### src/rtl/inst_enc_pkg.sv
// ---------------------------------------------------------------------------
// inst_enc_pkg
// Shared constants for the RV32I instruction encoder: register/word widths,
// the decoder's instruction-class encodings, opcodes, funct3 values, the NOP
// word and the signed immediate ranges each format can carry.
// ---------------------------------------------------------------------------
package inst_enc_pkg;

    localparam int REG_END_ID    = 4;
    localparam int REG_END_WORD  = 31;
    localparam int INST_TYPE_END = 4;

    // Instruction classes as produced by the core decoder. LOAD and STORE
    // carry the access size in the low two bits, SYSTEM carries funct3 in
    // the low three bits, so those are wildcard patterns for casez.
    localparam logic [INST_TYPE_END:0] INST_IMM    = 5'b00001;
    localparam logic [INST_TYPE_END:0] INST_REG    = 5'b00010;
    localparam logic [INST_TYPE_END:0] INST_UPP    = 5'b00011;
    localparam logic [INST_TYPE_END:0] INST_JUMP   = 5'b00100;
    localparam logic [INST_TYPE_END:0] INST_JUMPR  = 5'b00101;
    localparam logic [INST_TYPE_END:0] INST_BRANCH = 5'b00110;
    localparam logic [INST_TYPE_END:0] INST_LOAD   = 5'b010??;
    localparam logic [INST_TYPE_END:0] INST_STORE  = 5'b011??;
    localparam logic [INST_TYPE_END:0] INST_SYSTEM = 5'b10???;

    typedef enum logic [6:0] {
        OPCODE_LOAD   = 7'b0000011,
        OPCODE_IMM    = 7'b0010011,
        OPCODE_STORE  = 7'b0100011,
        OPCODE_REG    = 7'b0110011,
        OPCODE_LUI    = 7'b0110111,
        OPCODE_BRANCH = 7'b1100011,
        OPCODE_JALR   = 7'b1100111,
        OPCODE_JAL    = 7'b1101111,
        OPCODE_SYSTEM = 7'b1110011
    } opcode_e;

    localparam logic [2:0] FUNCT3_ADD  = 3'b000;
    localparam logic [2:0] FUNCT3_SLL  = 3'b001;
    localparam logic [2:0] FUNCT3_SR   = 3'b101;
    localparam logic [2:0] FUNCT3_SYS0 = 3'b000;
    localparam logic [2:0] FUNCT3_SYS4 = 3'b100;

    localparam logic [2:0] COM_OP_RSVD2 = 3'b010;
    localparam logic [2:0] COM_OP_RSVD3 = 3'b011;

    localparam logic [1:0] MEM_SZ_WORD = 2'b10;
    localparam logic [1:0] MEM_SZ_RSVD = 2'b11;

    // addi x0, x0, 0 -- substituted for anything that cannot be encoded
    localparam logic [REG_END_WORD:0] INST_NOP = 32'h0000_0013;

    localparam int IMM_I_MIN = -2048;
    localparam int IMM_I_MAX = 2047;
    localparam int IMM_B_MIN = -4096;
    localparam int IMM_B_MAX = 4095;
    localparam int IMM_J_MIN = -1048576;
    localparam int IMM_J_MAX = 1048575;

    // True when the sign-extended immediate lies inside [lo, hi].
    function automatic logic immInRange(input logic [31:0] imm, input int lo, input int hi);
        return ($signed(imm) >= lo) && ($signed(imm) <= hi);
    endfunction

endpackage

### src/rtl/inst_enc_fifo.sv
// ---------------------------------------------------------------------------
// inst_fifo
// Synchronous DEPTH-entry FIFO built as a shift register so the head is
// always a flop (r_mem[0]) and resets to zero.
// Ports:
//   clock, reset_n   clock and asynchronous active-low reset
//   i_push, i_data   write request and data (ignored when full)
//   i_pop            remove head (ignored when empty)
//   o_head           registered head entry
//   o_full, o_empty  occupancy flags
// ---------------------------------------------------------------------------
module inst_fifo #(
    parameter int DEPTH = 4,
    parameter int WIDTH = 33
) (
    input  logic             clock,
    input  logic             reset_n,
    input  logic             i_push,
    input  logic             i_pop,
    input  logic [WIDTH-1:0] i_data,
    output logic [WIDTH-1:0] o_head,
    output logic             o_full,
    output logic             o_empty
);

    localparam int CW = $clog2(DEPTH) + 1;

    logic [WIDTH-1:0] r_mem [DEPTH];
    logic [CW-1:0]    r_count;
    logic [CW-1:0]    w_wrIdx;
    logic             w_push;
    logic             w_pop;

    assign o_full  = (r_count == CW'(DEPTH));
    assign o_empty = (r_count == '0);

    // Fullness is judged before the pop, so a pop never makes room for a
    // push in the same cycle.
    assign w_pop   = i_pop & ~o_empty;
    assign w_push  = i_push & ~o_full;

    // When popping, the tail slides down one place before the write lands.
    assign w_wrIdx = w_pop ? (r_count - CW'(1)) : r_count;

    // Shift on pop, then write the new entry behind the last valid one; the
    // later non-blocking write wins where both touch the same slot.
    always_ff @(posedge clock or negedge reset_n) begin
        if (!reset_n) begin
            for (int i = 0; i < DEPTH; i++) begin
                r_mem[i] <= '0;
            end
            r_count <= '0;
        end else begin
            if (w_pop) begin
                for (int i = 0; i < DEPTH - 1; i++) begin
                    r_mem[i] <= r_mem[i+1];
                end
                r_mem[DEPTH-1] <= '0;
            end
            if (w_push) begin
                r_mem[w_wrIdx[CW-2:0]] <= i_data;
            end
            case ({w_push, w_pop})
                2'b10:   r_count <= r_count + CW'(1);
                2'b01:   r_count <= r_count - CW'(1);
                default: r_count <= r_count;
            endcase
        end
    end

    assign o_head = r_mem[0];

endmodule

### src/rtl/inst_enc.sv
// ---------------------------------------------------------------------------
// inst_enc
// RV32I instruction encoder. Packs decoded instruction fields into 32-bit
// words, flags unencodable tuples (emitting a NOP for them) and buffers the
// results in a small output FIFO.
// Ports:
//   clock, reset_n          clock and asynchronous active-low reset
//   in_valid / in_ready     field tuple handshake
//   in_type ... in_mem_sign decoded fields
//   out_valid / out_ready   FIFO head handshake
//   out_inst, out_err       registered head word and error flag
//   enc_count, err_count    wrapping counts of accepted / errored tuples
// ---------------------------------------------------------------------------
module inst_enc
    import inst_enc_pkg::*;
#(
    parameter int DEPTH = 4,
    parameter int CNT_W = 16
) (
    input  logic                    clock,
    input  logic                    reset_n,
    input  logic                    in_valid,
    output logic                    in_ready,
    input  logic [INST_TYPE_END:0]  in_type,
    input  logic [REG_END_ID:0]     in_rd,
    input  logic [REG_END_ID:0]     in_rs1,
    input  logic [REG_END_ID:0]     in_rs2,
    input  logic [REG_END_WORD:0]   in_imm,
    input  logic [3:0]              in_alu_op,
    input  logic [2:0]              in_com_op,
    input  logic                    in_mem_sign,
    output logic                    out_valid,
    input  logic                    out_ready,
    output logic [REG_END_WORD:0]   out_inst,
    output logic                    out_err,
    output logic [CNT_W-1:0]        enc_count,
    output logic [CNT_W-1:0]        err_count
);

    logic [REG_END_WORD:0] w_rawInst;
    logic [REG_END_WORD:0] w_encInst;
    logic                  w_err;
    logic [2:0]            w_f3;
    logic [1:0]            w_memSz;
    logic                  w_isShift;
    logic                  w_accept;
    logic                  w_full;
    logic                  w_empty;
    logic [REG_END_WORD+1:0] w_fifoHead;
    logic                  r_live;
    logic [CNT_W-1:0]      r_encCount;
    logic [CNT_W-1:0]      r_errCount;

    assign w_f3      = in_alu_op[2:0];
    assign w_memSz   = in_type[1:0];
    assign w_isShift = (w_f3 == FUNCT3_SLL) || (w_f3 == FUNCT3_SR);

    // Format packing and legality checks for every instruction class.
    always_comb begin
        w_rawInst = '0;
        w_err     = 1'b0;
        casez (in_type)
            INST_IMM: begin
                if (w_isShift) begin
                    w_rawInst = {1'b0, in_alu_op[3], 5'b0, in_imm[4:0], in_rs1, w_f3, in_rd, OPCODE_IMM};
                    w_err     = |in_imm[31:5];
                end else begin
                    w_rawInst = {in_imm[11:0], in_rs1, w_f3, in_rd, OPCODE_IMM};
                    w_err     = !immInRange(in_imm, IMM_I_MIN, IMM_I_MAX);
                end
                // Only SRAI may carry the alternate-op bit
                if (in_alu_op[3] && (w_f3 != FUNCT3_SR)) begin
                    w_err = 1'b1;
                end
            end
            INST_REG: begin
                w_rawInst = {1'b0, in_alu_op[3], 5'b0, in_rs2, in_rs1, w_f3, in_rd, OPCODE_REG};
                w_err     = in_alu_op[3] && (w_f3 != FUNCT3_ADD) && (w_f3 != FUNCT3_SR);
            end
            INST_LOAD: begin
                // funct3 high bit is the "unsigned" flag; LWU does not exist in RV32I
                w_rawInst = {in_imm[11:0], in_rs1, ~in_mem_sign, w_memSz, in_rd, OPCODE_LOAD};
                w_err     = (w_memSz == MEM_SZ_RSVD)
                          || ((w_memSz == MEM_SZ_WORD) && !in_mem_sign)
                          || !immInRange(in_imm, IMM_I_MIN, IMM_I_MAX);
            end
            INST_STORE: begin
                w_rawInst = {in_imm[11:5], in_rs2, in_rs1, 1'b0, w_memSz, in_imm[4:0], OPCODE_STORE};
                w_err     = (w_memSz == MEM_SZ_RSVD) || !immInRange(in_imm, IMM_I_MIN, IMM_I_MAX);
            end
            INST_UPP: begin
                w_rawInst = {in_imm[31:12], in_rd, OPCODE_LUI};
                w_err     = |in_imm[11:0];
            end
            INST_JUMP: begin
                w_rawInst = {in_imm[20], in_imm[10:1], in_imm[11], in_imm[19:12], in_rd, OPCODE_JAL};
                w_err     = in_imm[0] || !immInRange(in_imm, IMM_J_MIN, IMM_J_MAX);
            end
            INST_JUMPR: begin
                w_rawInst = {in_imm[11:0], in_rs1, FUNCT3_ADD, in_rd, OPCODE_JALR};
                w_err     = !immInRange(in_imm, IMM_I_MIN, IMM_I_MAX);
            end
            INST_BRANCH: begin
                w_rawInst = {in_imm[12], in_imm[10:5], in_rs2, in_rs1, in_com_op,
                             in_imm[4:1], in_imm[11], OPCODE_BRANCH};
                w_err     = (in_com_op == COM_OP_RSVD2) || (in_com_op == COM_OP_RSVD3)
                          || in_imm[0] || !immInRange(in_imm, IMM_B_MIN, IMM_B_MAX);
            end
            INST_SYSTEM: begin
                // Immediate field holds the CSR address, so no range check
                w_rawInst = {in_imm[11:0], in_rs1, in_type[2:0], in_rd, OPCODE_SYSTEM};
                w_err     = (in_type[2:0] == FUNCT3_SYS0) || (in_type[2:0] == FUNCT3_SYS4);
            end
            default: begin
                w_err = 1'b1;
            end
        endcase
    end

    assign w_encInst = w_err ? INST_NOP : w_rawInst;

    // Holds in_ready low through reset and releases it on the first clock
    // after reset_n rises.
    always_ff @(posedge clock or negedge reset_n) begin
        if (!reset_n) begin
            r_live <= 1'b0;
        end else begin
            r_live <= 1'b1;
        end
    end

    assign in_ready = r_live & ~w_full;
    assign w_accept = in_valid & in_ready;

    // Wrapping tallies of accepted and errored tuples.
    always_ff @(posedge clock or negedge reset_n) begin
        if (!reset_n) begin
            r_encCount <= '0;
            r_errCount <= '0;
        end else if (w_accept) begin
            r_encCount <= r_encCount + CNT_W'(1);
            if (w_err) begin
                r_errCount <= r_errCount + CNT_W'(1);
            end
        end
    end

    inst_fifo #(
        .DEPTH(DEPTH),
        .WIDTH(REG_END_WORD + 2)
    ) u_fifo (
        .clock   (clock),
        .reset_n (reset_n),
        .i_push  (w_accept),
        .i_pop   (out_ready),
        .i_data  ({w_err, w_encInst}),
        .o_head  (w_fifoHead),
        .o_full  (w_full),
        .o_empty (w_empty)
    );

    assign out_valid = ~w_empty;
    assign out_inst  = w_fifoHead[REG_END_WORD:0];
    assign out_err   = w_fifoHead[REG_END_WORD+1];
    assign enc_count = r_encCount;
    assign err_count = r_errCount;

endmodule

### config.mk
export PLATFORM = sky130hd
export DESIGN_NAME = inst_enc
export DESIGN_NICKNAME = d
export VERILOG_FILES = /design/src/rtl/inst_enc_pkg.sv /design/src/rtl/inst_enc_fifo.sv /design/src/rtl/inst_enc.sv
export SDC_FILE = /design/constraint.sdc
export NUM_CORES = 1
export LEC_CHECK = 0
export ABC_AREA = 1
export BUFFER_PORTS_ARGS = -buffer_cell sky130_fd_sc_hd__buf_2
export CORE_ASPECT_RATIO = 0.6
export CORE_MARGIN = 4
export CORE_UTILIZATION = 63
export CTS_CLUSTER_DIAMETER = 100
export DETAILED_ROUTE_END_ITERATION = 10
export GPL_TIMING_DRIVEN = 0
export PLACE_DENSITY = 0.87
export SYNTH_ARGS = -nofsm -noshare
export SYNTH_HDL_FRONTEND = slang
export SYNTH_SLANG_ARGS = --single-unit
export TNS_END_PERCENT = 30
### constraint.sdc
create_clock -name clock -period 4.3 [get_ports clock]
set_input_delay 0.86 -clock clock [delete_from_list [all_inputs] [get_ports clock]]
set_output_delay 0.86 -clock clock [all_outputs]
set_load 0.005 [all_outputs]
==> impl_table.tex <==
\begin{tabular}{lr}
\hline
Metric & Value \\
\hline
\multicolumn{2}{l}{\textbf{Final layout}} \\
Commonest non-fill, non-tap cell in the layout & sky130\_fd\_sc\_hd\_\_nand2\_1 \\
Register cell area after layout & 4200 µm² \\
Number of fill cells in the layout & 1,110 \\
Top library cells by usage in the layout, fill and taps aside & sky130\_fd\_sc\_hd\_\_nand2\_1 (523), sky130\_fd\_sc\_hd\_\_dfrtp\_1 (168), sky130\_fd\_sc\_hd\_\_buf\_2 (141), sky130\_fd\_sc\_hd\_\_o21ai\_1 (109), sky130\_fd\_sc\_hd\_\_nand3\_1 (96) \\
Final nets & about 1,500 \\
Antenna diode count & 0 \\
Combined area of the multi-input logic cells & 4290 µm² \\
Ratio of cells with drive above 1 in the final layout & 0.168 \\
Non-filler instance count after layout & around 1,600 \\
Area growth from synthesis to layout & 16.3\% \\
\multicolumn{2}{l}{\textbf{Synth}} \\
Synthesis-stage register bit count & 168 \\
Post-synthesis cell type with the largest combined area & sky130\_fd\_sc\_hd\_\_dfrtp\_1 \\
Fraction of registers with async set or reset after synthesis & 1.00 \\
Syn\_nets & 1,344 \\
Post-synth top area share & 0.453 \\
Seq/Total Area, Yosys & 0.453 \\
Synth Flop Type & sky130\_fd\_sc\_hd\_\_dfrtp\_1 \\
Gate count after technology mapping & 1,274 \\
Cell Area, Synth & about 9300 µm² \\
Area contributors post-synth & sky130\_fd\_sc\_hd\_\_dfrtp\_1 (45\%), sky130\_fd\_sc\_hd\_\_nand2\_1 (21\%), sky130\_fd\_sc\_hd\_\_o21ai\_1 (5.9\%) \\
Number of distinct library cells after synthesis & 39 \\
EDFF count, synth & 0 \\
Avg Synthesized Cell Area & 7.28 µm² \\
Yosys warning count & 0 \\
\multicolumn{2}{l}{\textbf{Critical path}} \\
Sort of element at the start of the critical path & input port \\
Slowest stage cell on the critical path & sky130\_fd\_sc\_hd\_\_nor2\_2 \\
WP depth & 13 \\
Worst Setup End Kind & flip-flop \\
Cell chain of the critical path & buf\_2, nor2\_1, nand2\_1, nor2\_1, nand4\_1, nand3\_1, nand3\_1, nor2\_2, nand2\_2, nand2\_2, buf\_6, nand2\_1, nand2\_1 \\
Maximum fanout along the worst path & 10 \\
Worst reg2reg endpoint & u\_fifo.r\_mem[93] \\
Logic depth of the worst register-to-register path & 13 \\
Max stage delay on crit path & 0.40 ns \\
Combined buffer and inverter count along the critical path & 2 \\
Top cell by count, worst path & sky130\_fd\_sc\_hd\_\_nand2\_1 \\
Arr. time, crit path & about 3.2 ns \\
WP data required & $\sim$4.7 ns \\
R2R setup slack & 1.46 ns \\
Kind of critical path & in -> reg \\
Crit-path leading delay family & simple AND/OR/NAND/NOR gates \\
Startpoint of the most critical register-to-register path & u\_fifo.r\_count[0] \\
\multicolumn{2}{l}{\textbf{Power and ir drop}} \\
Portion of total power attributed to combinational logic & 0.310 \\
Pwr dens & 480 nW/µm² \\
Sequential share of power & 0.394 \\
Int Pwr & between 0.003 and 0.004 W \\
Max IR drop VDD & 320 µV \\
Switching power summed over all nets & 0.00191 W \\
Fraction of power spent switching nets & 0.369 \\
Clock network power share & 0.296 \\
Total Power & 0.00518 W \\
P\_leak & around 5.7 nW \\
\multicolumn{2}{l}{\textbf{STA}} \\
Final number of max-transition violations & 0 \\
Min Hold Slack & 0.306 ns \\
Slew at the pin closest to its max-slew limit & 0.837 ns \\
Count of final hold-check violations & 0 \\
Setup repair after global routing missed its margin & no \\
Fmax & 0.349 GHz \\
Setup-failing EPs final & 0 \\
Worst clock skew & about 0.011 ns \\
Portion of the clock cycle consumed by the worst path in the final layout & 0.667 \\
Worst rel slew slack & 0.438 \\
Shortest period the worst path allows & 2.87 ns \\
Setup TNS after final layout & 0 ns \\
\multicolumn{2}{l}{\textbf{Place}} \\
Count of buffers from port buffering & between 100 and 150 \\
DP Wirelength & roughly 20,000 µm \\
Gpl congestion & 1.00 \\
Placed Instances & 1,603 \\
\multicolumn{2}{l}{\textbf{Run status}} \\
Result of the run & complete, no violations \\
\multicolumn{2}{l}{\textbf{Flow run}} \\
Max-cap violations & 0 \\
\multicolumn{2}{l}{\textbf{Global route}} \\
Global-route usage over all layers & 0.348 \\
First-pass GRT wire length & 45,200 µm \\
Number of global-route vias before repair & 8,683 \\
Maximum number of pins on one net before global-route repair & 126 \\
Congestion Overflow GR & 0 \\
Initial antenna violation count & 0 \\
\multicolumn{2}{l}{\textbf{Die}} \\
Number of I/O pins & around 130 \\
Die area & 16,800 µm² \\
Number of placement rows & 34 \\
Vertical die dimension & 102 µm \\
Die X & 165 µm \\
Floorplan Core Area & 14,500 µm² \\
Starting utilization of the core area & 0.642 \\
\multicolumn{2}{l}{\textbf{Route}} \\
Routed length per instance & approximately 18 µm \\
Number of violations reported at the end of detailed-routing iteration 0 & 1,193 \\
Avg Vias per Cell & 5.78 \\
Count of nets left with antenna violations after detail routing & 0 \\
Drc violations & 0 \\
Total detailed-routing wirelength & 28,800 µm \\
Number of vias after detailed routing & approximately 9,400 \\
Initial DRT Pass Iterations & 5 \\
\multicolumn{2}{l}{\textbf{CTS}} \\
Setup Fix Bufs, Post-CTS & 0 \\
Count of clock tree sinks & 168 \\
CTS H-tree depth & 4 \\
Clock latency of the later-clocked register in the worst-skew pair & 0.43 ns \\
Total CTS buffers & 17 \\
CTS clock-pin slew for the worst setup and hold paths & 0.07 ns \\
Post-cts sizing count & 0 \\
Number of buffers between clock root and the deepest sink & 2 \\
TritonCTS clock tree & done \\
CTS root buf & sky130\_fd\_sc\_hd\_\_clkbuf\_16 \\
Total of hold buffers inserted after clock tree synthesis & 0 \\
\multicolumn{2}{l}{\textbf{Min path}} \\
Path type of the worst min-delay path & in -> async \\
\hline
\end{tabular}
[power by group through the flow]
stage | combinational [W] | sequential [W] | clock [W]
2_1_floorplan | 0.00101 | 0.00202 | 0
3_3_place_gp | 0.00148 | 0.00205 | 0
3_5_place_dp | 0.00154 | 0.00206 | 0
4_1_cts | 0.00157 | 0.00203 | 0.00152
5_1_grt | 0.00176 | 0.00207 | 0.00159
6_report | 0.00160 | 0.00204 | 0.00154
[worst max-delay path by stage]
stage,start,to,slack (ns)
floorplan,in_type[4],err_count[5],2.06
global placement,reset_n,u_fifo.o_head[18],-0.15
detailed placement,in_type[4],err_count[5],1.22
CTS,in_type[4],err_count[5],1.58
global route,in_type[4],err_count[5],1.29
finish,in_imm[15],err_count[5],1.43
[per-stage QoR]
stage / utilization / worst slack (ns) / cell area [µm²]
floorplan: - / 2.06 / 9280
global placement: 0.704 / -0.149 / 10200
detailed placement: 0.706 / 1.22 / 10200
CTS: 0.746 / 1.58 / 10800
global route: 0.746 / 1.29 / 10800
finish: 0.746 / 1.43 / 10800
[metal layers]
| layer | track usage | vias to the layer above | routed length, µm |
|---|---|---|---|
| met3 | 0.0867 | 67 | 3440 |
| met4 | 0.118 | 0 | 711 |
| met2 | 0.489 | 561 | 11900 |
| met1 | 0.529 | 4446 | 12700 |
| li1 | - | 4363 | - |
| met5 | 0 | - | 0 |
[state kept, by name, indices dropped and copies added (netlist names)]
register        flops
enc_count          16
err_count          16
u_fifo.o_head      33
r_live              1
u_fifo.r_mem       99
u_fifo.r_count      3
[synthesized netlist by cell type, types with 8 or more instances]
| cell type | n |
|---|---|
| sky130_fd_sc_hd__dfrtp_1 | 168 |
| sky130_fd_sc_hd__buf_4 | 35 |
| sky130_fd_sc_hd__buf_2 | 12 |
| sky130_fd_sc_hd__xnor2_1 | 15 |
| sky130_fd_sc_hd__o21ai_0 | 20 |
| sky130_fd_sc_hd__nor2_2 | 8 |
| sky130_fd_sc_hd__nand2_1 | 523 |
| sky130_fd_sc_hd__nand4_1 | 21 |
| sky130_fd_sc_hd__inv_2 | 8 |
| sky130_fd_sc_hd__clkbuf_1 | 43 |
| sky130_fd_sc_hd__nor3_1 | 8 |
| sky130_fd_sc_hd__nor2_1 | 59 |
| sky130_fd_sc_hd__inv_1 | 67 |
| sky130_fd_sc_hd__o21ai_1 | 109 |
| sky130_fd_sc_hd__nand3_1 | 96 |
| sky130_fd_sc_hd__xor2_1 | 16 |
| sky130_fd_sc_hd__nand3_2 | 10 |
| sky130_fd_sc_hd__a21oi_1 | 10 |
[cell families (layout without fill, tap and decap cells)]
family	count (synthesis)	after routing	synth area share
adders and majority gates	6	6	0.00809
xor gates and xnor gates	31	31	0.0293
and+or+nand+nor	738	738	0.331
buffers and inverters	168	330	0.0845
AOI/OAI and AO/OA	162	162	0.0934
other	1	1	0.000404
DFF	168	168	0.453
[worst register-to-register path, stage by stage (launching register included)]
cell and delay [ns]:
sky130_fd_sc_hd__dfrtp_1 0.43, sky130_fd_sc_hd__inv_1 0.14, sky130_fd_sc_hd__ha_1 0.21, sky130_fd_sc_hd__nand2_2 0.07, sky130_fd_sc_hd__nand2_2 0.21, sky130_fd_sc_hd__nand2_1 0.13, sky130_fd_sc_hd__o21ai_2 0.13, sky130_fd_sc_hd__inv_2 0.07
sky130_fd_sc_hd__nor2_2 0.34, sky130_fd_sc_hd__inv_1 0.15, sky130_fd_sc_hd__buf_2 0.23, sky130_fd_sc_hd__clkbuf_1 0.33, sky130_fd_sc_hd__nand2_1 0.18, sky130_fd_sc_hd__o21ai_1 0.08
[cell type report]
cell class                 instances  share of cell area
buffer                            93              0.0466
clock buffer                      18              0.0398
clock inverter                    13              0.0136
inverter                          75              0.0261
multi-input combinational        938               0.398
sequential                       168               0.390
tap                              198              0.0230
timing repair buffer             131              0.0638
No activity file was read; power rests on OpenSTA's default activity.
